--- config.mk ---
export PLATFORM = sky130hd
export DESIGN_NAME = dual_signal_meter_flat
export DESIGN_NICKNAME = d
export VERILOG_FILES = /design/src/rtl/dual_signal_meter_if.sv /design/src/rtl/dual_signal_meter.sv /design/src/flat_wrapper.sv
export SDC_FILE = /design/constraint.sdc
export NUM_CORES = 1
export LEC_CHECK = 0
export ABC_AREA = 1
export CAP_MARGIN = 20
export CORE_MARGIN = 8
export CORE_UTILIZATION = 38
export DETAILED_ROUTE_END_ITERATION = 10
export HOLD_SLACK_MARGIN = 0.06
export PLACE_DENSITY = 0.54
export RECOVER_POWER = 50
export SLEW_MARGIN = 20
export SYNTH_ARGS = -nofsm -noshare
export SYNTH_HDL_FRONTEND = slang
export SYNTH_SLANG_ARGS = --single-unit
--- constraint.sdc ---
create_clock -name sys_clk -period 3.6 [get_ports sys_clk]
set_input_delay 0.72 -clock sys_clk [delete_from_list [all_inputs] [get_ports sys_clk]]
set_output_delay 0.72 -clock sys_clk [all_outputs]
set_load 0.005 [all_outputs]
--- src/rtl/dual_signal_meter_if.sv ---
// Result bus of the dual signal meter: window buffers, phase result and their update strobes.
// The meter drives it through the master modport; the reporting logic reads it through slave.
interface dual_signal_meter_if;
    logic [31:0] sig_freq_cnt_buf0;
    logic [31:0] sig_freq_cnt_buf1;
    logic [31:0] phase_diff_cnt_buf;
    logic [31:0] sig_in_high_cnt_buf;
    logic [31:0] sig_in_low_cnt_buf;
    logic        meas_valid;
    logic        phase_valid;

    modport master (
        output sig_freq_cnt_buf0,
        output sig_freq_cnt_buf1,
        output phase_diff_cnt_buf,
        output sig_in_high_cnt_buf,
        output sig_in_low_cnt_buf,
        output meas_valid,
        output phase_valid
    );

    modport slave (
        input sig_freq_cnt_buf0,
        input sig_freq_cnt_buf1,
        input phase_diff_cnt_buf,
        input sig_in_high_cnt_buf,
        input sig_in_low_cnt_buf,
        input meas_valid,
        input phase_valid
    );
endinterface

--- src/rtl/dual_signal_meter.sv ---
// Gate-windowed frequency and duty-cycle meter for two async inputs, plus an
// event-driven rise0-to-rise1 phase delay measurement. All counters saturate.
module dual_signal_meter #(
    parameter int unsigned GATE_CYCLES = 100_000_000,
    parameter int unsigned SYNC_STAGES = 2
) (
    input  logic                       sys_clk,
    input  logic                       rst,
    input  logic                       sig_in0,
    input  logic                       sig_in1,
    dual_signal_meter_if.master        res_o
);

    localparam logic [31:0] CNT_MAX   = 32'hFFFF_FFFF;
    localparam logic [31:0] GATE_LAST = 32'(GATE_CYCLES - 1);

    typedef enum logic {
        PH_IDLE = 1'b0,
        PH_MEAS = 1'b1
    } ph_state_e;

    function automatic logic [31:0] sat_add1(input logic [31:0] v, input logic inc);
        if (inc && (v != CNT_MAX)) begin
            return v + 32'd1;
        end
        return v;
    endfunction

    logic [SYNC_STAGES-1:0] sync0_q, sync0_d;
    logic [SYNC_STAGES-1:0] sync1_q, sync1_d;
    logic                   dly0_q, dly1_q;
    logic                   lvl0, lvl1;
    logic                   rise0, rise1;

    logic [31:0] gate_cnt_q, gate_cnt_d;
    logic        win_end;

    logic [31:0] f0_run_q, f0_run_d, f0_buf_q, f0_buf_d;
    logic [31:0] f1_run_q, f1_run_d, f1_buf_q, f1_buf_d;
    logic [31:0] hi_run_q, hi_run_d, hi_buf_q, hi_buf_d;
    logic [31:0] lo_run_q, lo_run_d, lo_buf_q, lo_buf_d;
    logic        meas_vld_q, meas_vld_d;

    ph_state_e   ph_state_q, ph_state_d;
    logic [31:0] ph_cnt_q, ph_cnt_d;
    logic [31:0] ph_buf_q, ph_buf_d;
    logic        ph_vld_q, ph_vld_d;

    // Synchronizers shift toward the MSB; the MSB is the usable level.
    always_comb begin
        sync0_d = {sync0_q[SYNC_STAGES-2:0], sig_in0};
        sync1_d = {sync1_q[SYNC_STAGES-2:0], sig_in1};
        lvl0    = sync0_q[SYNC_STAGES-1];
        lvl1    = sync1_q[SYNC_STAGES-1];
        rise0   = lvl0 & ~dly0_q;
        rise1   = lvl1 & ~dly1_q;
    end

    // Window accounting: the closing cycle is included in the buffers, never in the next run.
    always_comb begin
        win_end    = (gate_cnt_q == GATE_LAST);
        gate_cnt_d = win_end ? 32'd0 : gate_cnt_q + 32'd1;

        f0_run_d   = sat_add1(f0_run_q, rise0);
        f1_run_d   = sat_add1(f1_run_q, rise1);
        hi_run_d   = sat_add1(hi_run_q, lvl0);
        lo_run_d   = sat_add1(lo_run_q, ~lvl0);

        f0_buf_d   = f0_buf_q;
        f1_buf_d   = f1_buf_q;
        hi_buf_d   = hi_buf_q;
        lo_buf_d   = lo_buf_q;
        meas_vld_d = win_end;

        if (win_end) begin
            f0_buf_d = f0_run_d;
            f1_buf_d = f1_run_d;
            hi_buf_d = hi_run_d;
            lo_buf_d = lo_run_d;
            f0_run_d = 32'd0;
            f1_run_d = 32'd0;
            hi_run_d = 32'd0;
            lo_run_d = 32'd0;
        end
    end

    // Phase FSM: a coincident rise0/rise1 always reports zero delay.
    always_comb begin
        ph_state_d = ph_state_q;
        ph_cnt_d   = ph_cnt_q;
        ph_buf_d   = ph_buf_q;
        ph_vld_d   = 1'b0;

        unique case (ph_state_q)
            PH_IDLE: begin
                if (rise0 && rise1) begin
                    ph_buf_d = 32'd0;
                    ph_vld_d = 1'b1;
                end else if (rise0) begin
                    ph_cnt_d   = 32'd0;
                    ph_state_d = PH_MEAS;
                end
            end
            PH_MEAS: begin
                if (rise0 && rise1) begin
                    ph_buf_d   = 32'd0;
                    ph_vld_d   = 1'b1;
                    ph_state_d = PH_IDLE;
                end else if (rise1) begin
                    ph_buf_d   = sat_add1(ph_cnt_q, 1'b1);
                    ph_vld_d   = 1'b1;
                    ph_state_d = PH_IDLE;
                end else if (rise0) begin
                    ph_cnt_d = 32'd0;
                end else begin
                    ph_cnt_d = sat_add1(ph_cnt_q, 1'b1);
                end
            end
            default: begin
                ph_state_d = PH_IDLE;
            end
        endcase
    end

    always_ff @(posedge sys_clk) begin
        if (rst) begin
            sync0_q    <= '0;
            sync1_q    <= '0;
            dly0_q     <= 1'b0;
            dly1_q     <= 1'b0;
            gate_cnt_q <= 32'd0;
            f0_run_q   <= 32'd0;
            f1_run_q   <= 32'd0;
            hi_run_q   <= 32'd0;
            lo_run_q   <= 32'd0;
            f0_buf_q   <= 32'd0;
            f1_buf_q   <= 32'd0;
            hi_buf_q   <= 32'd0;
            lo_buf_q   <= 32'd0;
            meas_vld_q <= 1'b0;
            ph_state_q <= PH_IDLE;
            ph_cnt_q   <= 32'd0;
            ph_buf_q   <= 32'd0;
            ph_vld_q   <= 1'b0;
        end else begin
            sync0_q    <= sync0_d;
            sync1_q    <= sync1_d;
            dly0_q     <= lvl0;
            dly1_q     <= lvl1;
            gate_cnt_q <= gate_cnt_d;
            f0_run_q   <= f0_run_d;
            f1_run_q   <= f1_run_d;
            hi_run_q   <= hi_run_d;
            lo_run_q   <= lo_run_d;
            f0_buf_q   <= f0_buf_d;
            f1_buf_q   <= f1_buf_d;
            hi_buf_q   <= hi_buf_d;
            lo_buf_q   <= lo_buf_d;
            meas_vld_q <= meas_vld_d;
            ph_state_q <= ph_state_d;
            ph_cnt_q   <= ph_cnt_d;
            ph_buf_q   <= ph_buf_d;
            ph_vld_q   <= ph_vld_d;
        end
    end

    assign res_o.sig_freq_cnt_buf0   = f0_buf_q;
    assign res_o.sig_freq_cnt_buf1   = f1_buf_q;
    assign res_o.sig_in_high_cnt_buf = hi_buf_q;
    assign res_o.sig_in_low_cnt_buf  = lo_buf_q;
    assign res_o.meas_valid          = meas_vld_q;
    assign res_o.phase_diff_cnt_buf  = ph_buf_q;
    assign res_o.phase_valid         = ph_vld_q;

endmodule

--- src/flat_wrapper.sv ---
// flat-port wrapper written by rule: the top's interface ports become plain ports
module dual_signal_meter_flat 
#(
    parameter int unsigned GATE_CYCLES = 100_000_000,
    parameter int unsigned SYNC_STAGES = 2
)
  (sys_clk, rst, sig_in0, sig_in1, res_o_sig_freq_cnt_buf0, res_o_sig_freq_cnt_buf1, res_o_phase_diff_cnt_buf, res_o_sig_in_high_cnt_buf, res_o_sig_in_low_cnt_buf, res_o_meas_valid, res_o_phase_valid);
  dual_signal_meter_if res_o_i ();
  input  logic sys_clk;
  input  logic rst;
  input  logic sig_in0;
  input  logic sig_in1;
  output wire logic [$bits(res_o_i.sig_freq_cnt_buf0)-1:0] res_o_sig_freq_cnt_buf0;
  output wire logic [$bits(res_o_i.sig_freq_cnt_buf1)-1:0] res_o_sig_freq_cnt_buf1;
  output wire logic [$bits(res_o_i.phase_diff_cnt_buf)-1:0] res_o_phase_diff_cnt_buf;
  output wire logic [$bits(res_o_i.sig_in_high_cnt_buf)-1:0] res_o_sig_in_high_cnt_buf;
  output wire logic [$bits(res_o_i.sig_in_low_cnt_buf)-1:0] res_o_sig_in_low_cnt_buf;
  output wire logic [$bits(res_o_i.meas_valid)-1:0] res_o_meas_valid;
  output wire logic [$bits(res_o_i.phase_valid)-1:0] res_o_phase_valid;
  assign res_o_sig_freq_cnt_buf0 = res_o_i.sig_freq_cnt_buf0;
  assign res_o_sig_freq_cnt_buf1 = res_o_i.sig_freq_cnt_buf1;
  assign res_o_phase_diff_cnt_buf = res_o_i.phase_diff_cnt_buf;
  assign res_o_sig_in_high_cnt_buf = res_o_i.sig_in_high_cnt_buf;
  assign res_o_sig_in_low_cnt_buf = res_o_i.sig_in_low_cnt_buf;
  assign res_o_meas_valid = res_o_i.meas_valid;
  assign res_o_phase_valid = res_o_i.phase_valid;
  dual_signal_meter #(.GATE_CYCLES(GATE_CYCLES), .SYNC_STAGES(SYNC_STAGES)) u_core (.sys_clk(sys_clk), .rst(rst), .sig_in0(sig_in0), .sig_in1(sig_in1), .res_o(res_o_i));
endmodule
==> results.json <==
{
  "powerDensity_nw_per_um2": 406,
  "routed_wl_per_cell_um": 14.6,
  "synthesized_flop_and_latch_total": 361,
  "layout-drive-gt1-share_pct": 4.94,
  "cp-end-kind": "register",
  "grt_max_degree": 93,
  "use_met1_pct": 25.0,
  "timing_worst_setup_path_type": "reg2reg",
  "inserted_clock_buffers": 42,
  "drt_pass1_iterations": 5,
  "post-route-drc-count": 0,
  "cts.reportedPaths.clkPinSlew_ns": 0.06,
  "final_cells": 3649,
  "cp_slowest_cell": "sky130_fd_sc_hd__clkbuf_4",
  "dp.final_hpwl_um": 38700,
  "antenna_violations_before_repair": 0,
  "clock.fmax_ghz": 0.333,
  "globalRouteOverflowTotal": 0,
  "outcome": "finished with violations",
  "post_synth_inst_count": 2881,
  "tritoncts": "done",
  "synth_warnings": 0,
  "worstPathBufferInverterCount": 3,
  "grt_first_pass_wirelength_um": 87900,
  "core_area_um2": 47700,
  "initialDrtViolationCount": 1025,
  "placement.io_buffers": 165,
  "gr-max-usage-layer": "met2",
  "initial_core_util_pct": 38.5,
  "clock_tree.root_cell": "sky130_fd_sc_hd__clkbuf_16",
  "timing.critical_path.arrival_ns": 3.39,
  "hp-class": "reg2reg",
  "fp.dieW_um": 236,
  "slew_headroom_pct": -12.5,
  "post_synth_main_area_contributors": "sky130_fd_sc_hd__dfxtp_1, sky130_fd_sc_hd__nand2_1, sky130_fd_sc_hd__nor2_1",
  "finalClockSkew_ns": 0.0214,
  "cts-hold-fix-buffers": 0,
  "finalCritPeriodShare_pct": 83.4,
  "vias_per_cell": 4.93,
  "clock_latency_ns": 0.57,
  "grt_use_total_pct": 18.6,
  "syn_area_um2": 18400,
  "totalNegativeSetupSlack_ns": 0,
  "synthesis.area_per_instance_um2": 6.38,
  "chipHeight_um": 236,
  "cp_data_required_time_ns": 3.99,
  "io-pin-count": 166,
  "final_hold_viol_count": 0,
  "synth_top_cell_area_share_pct": 39.3,
  "synth_seq_area_share_pct": 39.3,
  "netlist-cell-type-count": 37,
  "first_global_vias": 17204,
  "routed_wirelength_um": 53400,
  "routabilityCongestion": 0.911,
  "placementRows": 80,
  "slew_viol_final": 37,
  "setup-violations-final": 0,
  "crit_path_max_fanout": 82,
  "grt_use_met2_pct": 30.5,
  "die_area_um2": 55700,
  "postCtsSetupBuffers": 0,
  "drt.antenna.violating_nets": 0,
  "clkSinkCount": 361,
  "timing_worst_slew_pin_value_ns": 1.69,
  "start_kind": "register",
  "final.min_clock_period_ns": 3.00,
  "timing.hold.ws_ns": 0.428,
  "placed_cells": 3576,
  "worst_ir_drop_vdd_uv": 263,
  "timing.critical_path.slowest_cell_delay_ns": 0.81,
  "deepest_level_of_the_cts_h_tree": 2,
  "vias": 18002,
  "final_net_count": 3015,
  "worst_case_clock_buffer_depth": 3,
  "fillCellCount": 4997,
  "synth_fp_nets": 2891,
  "antenna_cells": 0,
  "total_leakage_power_nw": 9.47,
  "drv.max_cap_violation_count": 1,
  "yosys.area.top_type": "sky130_fd_sc_hd__dfxtp_1",
  "use_met3_pct": 3.15,
  "critical-path-top-delay-family": "buffers and inverters",
  "rsz0062_at_grt": "false",
  "path_cells": "ha_1 -> nand2_1 -> inv_1 -> nand3_2 -> nor2_1 -> nand4_4 -> buf_4 -> nand2_4 -> clkbuf_4 -> a21oi_1",
  "area_overhead_vs_synth_pct": 19.0,
  "failed_checks": "capacitance limit, slew limit",
  "cts_resized": 0
}
## worst register-to-register path: stages, from the launching register on
cell and delay [ns]:
sky130_fd_sc_hd__dfxtp_1 0.41, sky130_fd_sc_hd__ha_1 0.26, sky130_fd_sc_hd__nand2_1 0.09, sky130_fd_sc_hd__inv_1 0.09
sky130_fd_sc_hd__nand3_2 0.11, sky130_fd_sc_hd__nor2_1 0.36, sky130_fd_sc_hd__nand4_4 0.16, sky130_fd_sc_hd__buf_4 0.29
sky130_fd_sc_hd__nand2_4 0.10, sky130_fd_sc_hd__clkbuf_4 0.81, sky130_fd_sc_hd__a21oi_1 0.16
## path summary, 6_finish.rpt
path	startpoint	endpoint	slack (ns)	cells after the start
worst max register to register	u_core.gate_cnt_q[0]	u_core.f0_run_q[27]	0.60	10
worst min register to register	u_core.sync1_q[1]	u_core.dly1_q	0.43	2
worst min-delay path	u_core.sync1_q[1]	u_core.dly1_q	0.43	2
worst max-delay path	u_core.gate_cnt_q[0]	u_core.f0_run_q[27]	0.60	10
## per-layer routing
metal,vias to the layer above,part of all wire (%)
met1,8273,48
met4,0,1.9
li1,9332,-
met3,67,4.8
met2,330,45
met5,-,0
## cell usage in the layout (no fill, tap or decap), types with 9 or more instances in the layout
cell type / n
sky130_fd_sc_hd__a21oi_1: 167
sky130_fd_sc_hd__clkbuf_16: 45
sky130_fd_sc_hd__clkbuf_8: 9
sky130_fd_sc_hd__clkinv_2: 10
sky130_fd_sc_hd__dfxtp_1: 361
sky130_fd_sc_hd__dlygate4sd3_1: 162
sky130_fd_sc_hd__inv_1: 169
sky130_fd_sc_hd__nand2_1: 1203
sky130_fd_sc_hd__nand3_1: 226
sky130_fd_sc_hd__nand3b_1: 48
sky130_fd_sc_hd__nand4_1: 26
sky130_fd_sc_hd__nor2_1: 378
sky130_fd_sc_hd__nor2_2: 12
sky130_fd_sc_hd__nor3_1: 17
sky130_fd_sc_hd__o21ai_0: 13
sky130_fd_sc_hd__o21ai_1: 12
sky130_fd_sc_hd__o21ai_2: 12
sky130_fd_sc_hd__xnor2_1: 24
sky130_fd_sc_hd__xor2_1: 54
## cell usage after synthesis
library cell	number
sky130_fd_sc_hd__nand3_1	226
sky130_fd_sc_hd__buf_2	40
sky130_fd_sc_hd__nand3b_1	48
sky130_fd_sc_hd__xor2_1	54
sky130_fd_sc_hd__inv_4	2
sky130_fd_sc_hd__nor4_1	1
sky130_fd_sc_hd__nand4_1	26
sky130_fd_sc_hd__nor2b_1	1
sky130_fd_sc_hd__ha_1	6
sky130_fd_sc_hd__nand2_4	3
sky130_fd_sc_hd__nand2_8	1
sky130_fd_sc_hd__buf_6	6
sky130_fd_sc_hd__inv_2	11
sky130_fd_sc_hd__xnor2_1	24
sky130_fd_sc_hd__o31ai_1	1
sky130_fd_sc_hd__nand2_1	1204
sky130_fd_sc_hd__o21bai_1	4
sky130_fd_sc_hd__a21oi_2	1
sky130_fd_sc_hd__nor2_4	7
sky130_fd_sc_hd__o21ai_0	13
sky130_fd_sc_hd__buf_1	5
sky130_fd_sc_hd__o21ai_1	13
sky130_fd_sc_hd__nand2_2	7
sky130_fd_sc_hd__o21ai_2	11
sky130_fd_sc_hd__nand4_2	2
sky130_fd_sc_hd__buf_4	20
sky130_fd_sc_hd__nor2_1	375
sky130_fd_sc_hd__nand3_2	4
sky130_fd_sc_hd__or2_2	7
sky130_fd_sc_hd__clkbuf_1	31
sky130_fd_sc_hd__a21oi_1	167
sky130_fd_sc_hd__nor3b_1	1
sky130_fd_sc_hd__and2_1	1
sky130_fd_sc_hd__nor2_2	14
sky130_fd_sc_hd__dfxtp_1	361
sky130_fd_sc_hd__inv_1	166
sky130_fd_sc_hd__nor3_1	17
## through the flow
step           total power [mW]  worst slack [ns]  instance area (um2)  utilization [%]
2_1_floorplan              4.41              1.78                18400                -
3_3_place_gp               4.49             0.948                20500             42.9
3_5_place_dp               4.50             0.881                20500             42.9
4_1_cts                    9.02             0.863                21900             45.9
5_1_grt                    9.21             0.319                21900             45.8
6_report                   8.88             0.597                21900             45.8
## cells by family (layout without fill, tap and decap cells)
group | after synthesis | after routing | synth area share, %
compound gates | 210 | 210 | 6.03
xor+xnor | 78 | 78 | 3.72
fa+ha+maj | 6 | 6 | 0.408
buf+inv | 281 | 434 | 6.69
flops | 361 | 361 | 39.3
simple gates | 1945 | 1945 | 43.9
## report_power, final
group | internal [mW] | total, mW | switching, mW | leakage (nW)
Combinational | 0.0821 | 0.317 | 0.235 | 5.84
Sequential | 4.04 | 4.09 | 0.0484 | 2.91
Clock | 2.73 | 4.47 | 1.74 | 0.724
## layout make-up
cell class | instances | area (um2) | share of cell area, %
Clock inverter | 15 | 179 | 0.818
Multi-Input combinational cell | 2239 | 9940 | 45.4
Inverter | 179 | 682 | 3.12
Tap cell | 615 | 769 | 3.52
Clock buffer | 58 | 1260 | 5.78
Sequential cell | 361 | 7230 | 33.0
Timing Repair Buffer | 182 | 1810 | 8.29
Power figures use the tool's default switching activity.
